[src/rtl/pipeline_stage_skid.sv]
// pipeline_stage_skid
//   Registered pipeline stage carrying a DATA_W-bit payload. The stage holds a
//   head entry, which drives out_*. With PIPELINE_STAGE_SKID_EN defined it also
//   holds one skid entry, so in_ready comes straight from a flop. Without the
//   macro there is no skid entry, and in_ready is combinational.
//   An empty entry always carries an all-zero payload.
//   While the head is stalled, patch_en overwrites the head's in-place fields:
//   the request field [REQ_LSB +: REQ_W] is cleared and the patch field
//   [PATCH_LSB +: PATCH_W] is loaded with patch_data.
//
// Ports
//   CLK, RST            clock; synchronous active-high reset
//   in_valid/in_ready   upstream handshake, in_data payload
//   out_valid/out_ready downstream handshake, out_data registered head payload
//   flush               drops every held entry and any same-cycle input
//   patch_en/patch_data memory response for the stalled head
//   occupancy           registered count of held entries
//
// Build option: PIPELINE_STAGE_SKID_EN enables the skid entry.
module pipeline_stage_skid #(
  parameter int unsigned DATA_W    = 160,
  parameter int unsigned REQ_LSB   = 0,
  parameter int unsigned REQ_W     = 2,
  parameter int unsigned PATCH_LSB = 2,
  parameter int unsigned PATCH_W   = 32
) (
  input  logic               CLK,
  input  logic               RST,
  input  logic               in_valid,
  output logic               in_ready,
  input  logic [DATA_W-1:0]  in_data,
  output logic               out_valid,
  input  logic               out_ready,
  output logic [DATA_W-1:0]  out_data,
  input  logic               flush,
  input  logic               patch_en,
  input  logic [PATCH_W-1:0] patch_data,
  output logic [1:0]         occupancy
);

  if (REQ_W == 0 || PATCH_W == 0 ||
      REQ_LSB + REQ_W > DATA_W || PATCH_LSB + PATCH_W > DATA_W) begin : g_bad_range
    $error("pipeline_stage_skid: REQ/PATCH field exceeds DATA_W or has zero width");
  end
  if (!((REQ_LSB + REQ_W <= PATCH_LSB) || (PATCH_LSB + PATCH_W <= REQ_LSB))) begin : g_overlap
    $error("pipeline_stage_skid: REQ and PATCH fields overlap");
  end

  logic              head_valid_q, head_valid_d;
  logic [DATA_W-1:0] head_q, head_d;
  logic [1:0]        occ_q, occ_d;
  logic              in_fire;
  logic              out_fire;
  logic              patch_hit;

  assign out_fire  = head_valid_q & out_ready;
  assign patch_hit = patch_en & head_valid_q & ~out_ready;

  assign out_valid = head_valid_q;
  assign out_data  = head_q;
  assign occupancy = occ_q;

`ifdef PIPELINE_STAGE_SKID_EN
  logic              skid_valid_q, skid_valid_d;
  logic [DATA_W-1:0] skid_q, skid_d;
  logic              in_ready_q, in_ready_d;

  assign in_ready = in_ready_q;
  assign in_fire  = in_valid & in_ready_q;

  always_comb begin
    head_valid_d = head_valid_q;
    head_d       = head_q;
    skid_valid_d = skid_valid_q;
    skid_d       = skid_q;
    if (out_fire) begin
      if (skid_valid_q) begin
        head_d       = skid_q;
        skid_valid_d = in_fire;
        skid_d       = in_data;
      end else if (in_fire) begin
        head_d = in_data;
      end else begin
        head_valid_d = 1'b0;
      end
    end else if (in_fire) begin
      if (!head_valid_q) begin
        head_valid_d = 1'b1;
        head_d       = in_data;
      end else begin
        skid_valid_d = 1'b1;
        skid_d       = in_data;
      end
    end
    // A patch only happens without an out fire, so head_d still holds head_q.
    if (patch_hit) begin
      head_d[REQ_LSB +: REQ_W]     = '0;
      head_d[PATCH_LSB +: PATCH_W] = patch_data;
    end
    if (flush) begin
      head_valid_d = 1'b0;
      skid_valid_d = 1'b0;
    end
    if (!head_valid_d) head_d = '0;
    if (!skid_valid_d) skid_d = '0;
    in_ready_d = ~skid_valid_d;
    occ_d      = {1'b0, head_valid_d} + {1'b0, skid_valid_d};
  end

  always_ff @(posedge CLK) begin
    if (RST) begin
      head_valid_q <= 1'b0;
      head_q       <= '0;
      skid_valid_q <= 1'b0;
      skid_q       <= '0;
      in_ready_q   <= 1'b0;
      occ_q        <= '0;
    end else begin
      head_valid_q <= head_valid_d;
      head_q       <= head_d;
      skid_valid_q <= skid_valid_d;
      skid_q       <= skid_d;
      in_ready_q   <= in_ready_d;
      occ_q        <= occ_d;
    end
  end
`else
  // ready_en_q keeps in_ready low during reset and for one cycle after it,
  // which matches the timing of the registered-ready build.
  logic ready_en_q, ready_en_d;

  assign ready_en_d = 1'b1;
  assign in_ready   = ready_en_q & (~head_valid_q | out_ready);
  assign in_fire    = in_valid & in_ready;

  always_comb begin
    head_valid_d = head_valid_q;
    head_d       = head_q;
    if (out_fire) begin
      if (in_fire) head_d = in_data;
      else         head_valid_d = 1'b0;
    end else if (in_fire) begin
      head_valid_d = 1'b1;
      head_d       = in_data;
    end
    if (patch_hit) begin
      head_d[REQ_LSB +: REQ_W]     = '0;
      head_d[PATCH_LSB +: PATCH_W] = patch_data;
    end
    if (flush) head_valid_d = 1'b0;
    if (!head_valid_d) head_d = '0;
    occ_d = {1'b0, head_valid_d};
  end

  always_ff @(posedge CLK) begin
    if (RST) begin
      head_valid_q <= 1'b0;
      head_q       <= '0;
      ready_en_q   <= 1'b0;
      occ_q        <= '0;
    end else begin
      head_valid_q <= head_valid_d;
      head_q       <= head_d;
      ready_en_q   <= ready_en_d;
      occ_q        <= occ_d;
    end
  end
`endif

endmodule

[config.mk]
export PLATFORM = sky130hd
export DESIGN_NAME = pipeline_stage_skid
export DESIGN_NICKNAME = d
export VERILOG_FILES = /design/src/rtl/pipeline_stage_skid.sv
export SDC_FILE = /design/constraint.sdc
export NUM_CORES = 1
export LEC_CHECK = 0
export BUFFER_PORTS_ARGS = -buffer_cell sky130_fd_sc_hd__buf_4
export CORE_AREA = 2 2 139 141
export DETAILED_ROUTE_END_ITERATION = 6
export DIE_AREA = 0 0 141 143
export GPL_TIMING_DRIVEN = 0
export PLACE_DENSITY = 0.71
export SKIP_LAST_GASP = 1
export SLEW_MARGIN = 20
export SYNTH_ARGS = -nofsm -noshare
export SYNTH_HDL_FRONTEND = slang
export SYNTH_SLANG_ARGS = --single-unit
[constraint.sdc]
create_clock -name CLK -period 1.9 [get_ports CLK]
set_clock_uncertainty 0.1 [all_clocks]
set_input_delay 0.285 -clock CLK [delete_from_list [all_inputs] [get_ports CLK]]
set_output_delay 0.285 -clock CLK [all_outputs]
set_load 0.02 [all_outputs]
==> impl_metrics.py <==
metrics = {
    "status": {
        "status": "finished clean",
    },
    "finish": {
        "nets": 1367,
        "nFillCells": 1770,
        "final_cell_area_um2": 10150,
        "syn2layout_area_growth_pct": 58.63,
        "finish.utilization": 0.5461,
        "drive_gt1_frac": 0.3822,
        "diodes": 0,
    },
    "sta": {
        "finalCritPeriodShare": 0.9783,
        "fmax_mhz": 538.0,
        "grt_setup_unrepaired": "yes",
        "max_slew_margin": 0.6595,
        "hold_violations": 0,
        "setup_viol": 0,
        "period_needed_ns": 1.859,
        "drv_slew": 0,
        "tightest_slew_ns": 0.5107,
    },
    "detailed_routing": {
        "firstDrtPassIters": 5,
        "first_iter_violations": 455,
        "antenna_left": 0,
        "wl_per_cell_um": 18.21,
        "remaining_drc_errors": 0,
        "routed_wl_um": 25750,
        "vias": 7639,
        "routed_via_density": 5.402,
    },
    "pwr": {
        "finalPower_mw": 7.786,
        "powerDensity_nw_per_um2": 767.4,
        "seq_power_share": 0.441,
        "power_frac_comb": 0.100,
        "ir_worst_vdd_uv": 739.2,
        "p_clk_frac": 0.459,
        "p_switching_mw": 1.860,
        "internal_power_mw": 5.926,
        "swShare": 0.2389,
        "p_leak_nw": 4.179,
    },
    "cts": {
        "clk_latency_ns": 0.42,
        "clk_path_buf_depth": 2,
        "cts_tree": "done",
        "htree_levels": 4,
        "cts_root_buf": "clkbuf_16",
        "cts.sinks": 162,
        "cts_buffers": 17,
        "clk_pin_slew_ns": 0.07,
    },
    "synth": {
        "syn-cell-area_um2": 6396,
        "synth_warnings": 0,
        "ys_seq_area_frac": 0.5070,
        "yosysUniqueCellTypes": 19,
        "syn-num-nets": 980,
        "avgSynthCellArea_um2": 8.179,
        "ys_ff_latch": 162,
        "synth_cells": 782,
    },
    "floorplanning": {
        "die_area_um2": 20160,
        "row_count": 50,
        "boundaryPins": 362,
        "die_height_um": 143,
        "start_util": 0.3442,
        "dieWidth_um": 141,
        "coreArea_um2": 18580,
    },
    "worst_setup_path": {
        "cp_slowest_stage_delay_ns": 0.54,
        "cp_slowest_cell": "dlygate4sd3_1",
        "cp_data_required_time_ns": 2.11,
        "crit_path_end_kind": "flop",
        "startpoint_type": "primary input",
        "path_cells": "dlygate4sd3_1 > buf_4 > nand3b_1 > buf_2 > clkbuf_1 > nor2_1 > a311oi_1",
        "crit_path_max_fanout": 10,
        "crit_type": "primary input to flop",
        "cp_data_arrival_time_ns": 2.07,
    },
    "placed_design": {
        "place.gp.congestion": 0.8619,
        "port_buffers": 360,
        "place_hpwl_um": 18940,
        "dpl_cell_area_um2": 9392,
    },
    "min_path": {
        "hold_path_class": "primary input to flop",
    },
    "global_route": {
        "grt_overflow_total": 0,
        "grt_pass1_vias": 7175,
        "grt_pass1_wl_um": 38720,
        "track_usage": 0.2448,
        "grt_max_degree": 17,
        "antenna_found_initial": 0,
    },
    "run": {
        "cap_violations": 0,
    },
}
==> critical path, delay by kind of cell <==
| family | cells | cell delay [ns] |
|---|---|---|
| simple gates | 2 | 0.17 |
| compound gates | 1 | 0.29 |
| buf+inv | 4 | 1.32 |
==> final cells by class <==
class	instances	area (um^2)	area share
Buffer	97	511.7	0.05044
Timing Repair Buffer	368	2771	0.2732
Tap cell	234	292.8	0.02886
Inverter	2	7.507	0.0007399
Clock buffer	19	442.9	0.04366
Clock inverter	11	155.1	0.01529
Multi-Input combinational cell	521	2718	0.2679
Sequential cell	162	3247	0.3200
==> metrics by stage <==
stage	TNS [ns]	setup slack, ns	hold WS, ns	std cells
final	0	0.04122	0.01878	1414
after global routing	-0.01595	-0.01595	0.003322	1414
after CTS	-0.02860	-0.02860	0.002552	1413
after detailed placement	-22.49	-0.4933	0.3524	1376
after global placement	-19.85	-0.4539	0.3480	1376
after floorplan	0	0.1757	0.2415	782
==> path summary, 6_finish.rpt <==
path	startpoint	to	slack, ns	cells past startpoint
worst max-delay path	patch_en	out_data[6]	0.04	7
worst min-delay path	in_data[115]	out_data[115]	0.02	3
worst max register to register	occupancy[0]	out_data[92]	0.08	7
worst min register to register	out_data[54]	out_data[54]	0.38	2
==> routing by layer <==
layer	GRT usage	vias up	part of all wire
li1	-	3612	-
met1	0.2935	3575	0.39
met2	0.4044	394	0.48
met3	0.08082	58	0.099
met4	0.1032	0	0.034
met5	0	-	0
==> cell families (layout without fill, tap and decap cells) <==
| family | Yosys count | after routing | synth area share |
|---|---|---|---|
| AOI/OAI and AO/OA | 321 | 321 | 0.2729 |
| buffers and inverters | 99 | 497 | 0.06925 |
| DFF | 162 | 162 | 0.5070 |
| other | 1 | 1 | 0.0005863 |
| and+or+nand+nor | 199 | 199 | 0.1502 |
==> sequential cells by signal, summed over array words and instances (netlist names) <==
| signal | flops |
|---|---|
| occupancy | 1 |
| out_data | 160 |
| ready_en_q | 1 |
==> cell usage after synthesis <==
| master | count | share of area |
|---|---|---|
| nor2_1 | 33 | 0.019 |
| nand2b_1 | 1 | 0.00098 |
| nand3b_1 | 1 | 0.0012 |
| buf_2 | 12 | 0.0094 |
| buf_1 | 3 | 0.0018 |
| and2_1 | 2 | 0.0020 |
| conb_1 | 1 | 0.00059 |
| nor2b_1 | 1 | 0.00098 |
| clkbuf_1 | 67 | 0.039 |
| a21oi_1 | 126 | 0.099 |
| nand3_1 | 160 | 0.13 |
| inv_1 | 2 | 0.0012 |
| a221oi_1 | 2 | 0.0027 |
| buf_4 | 15 | 0.018 |
| dfxtp_1 | 162 | 0.51 |
| a311oi_1 | 32 | 0.044 |
| o21ai_4 | 1 | 0.0025 |
| o21ai_0 | 160 | 0.13 |
| nand2_1 | 1 | 0.00059 |
==> power groups by stage <==
stage	combinational, mW	sequential, mW	clock [mW]
3_3_place_gp	0.756	3.51	0
2_1_floorplan	0.254	3.54	0
4_1_cts	0.773	3.43	3.62
6_report	0.780	3.43	3.57
3_5_place_dp	0.757	3.51	0
5_1_grt	0.840	3.44	3.77
==> layout by cell type (no fill, tap or decap), drive strengths merged <==
master and count:
a21oi 126, a221oi 2, a311oi 32, and2 2
buf 397, bufinv 3, clkbuf 85, clkinv 1
clkinvlp 4, conb 1, dfxtp 162, dlygate4sd3 2
inv 5, nand2 1, nand2b 1, nand3 160
nand3b 1, nor2 33, nor2b 1, o21ai 161
==> timing repair <==
item,CTS,global route
endpoints found under the setup margin,104,87
hold buffers,2,0
hold endpoints to repair,3,0
gates resized for setup,19,44
pin swaps,1,0
setup buffers,5,1
Note: power is estimated with default switching activity, not from simulation.
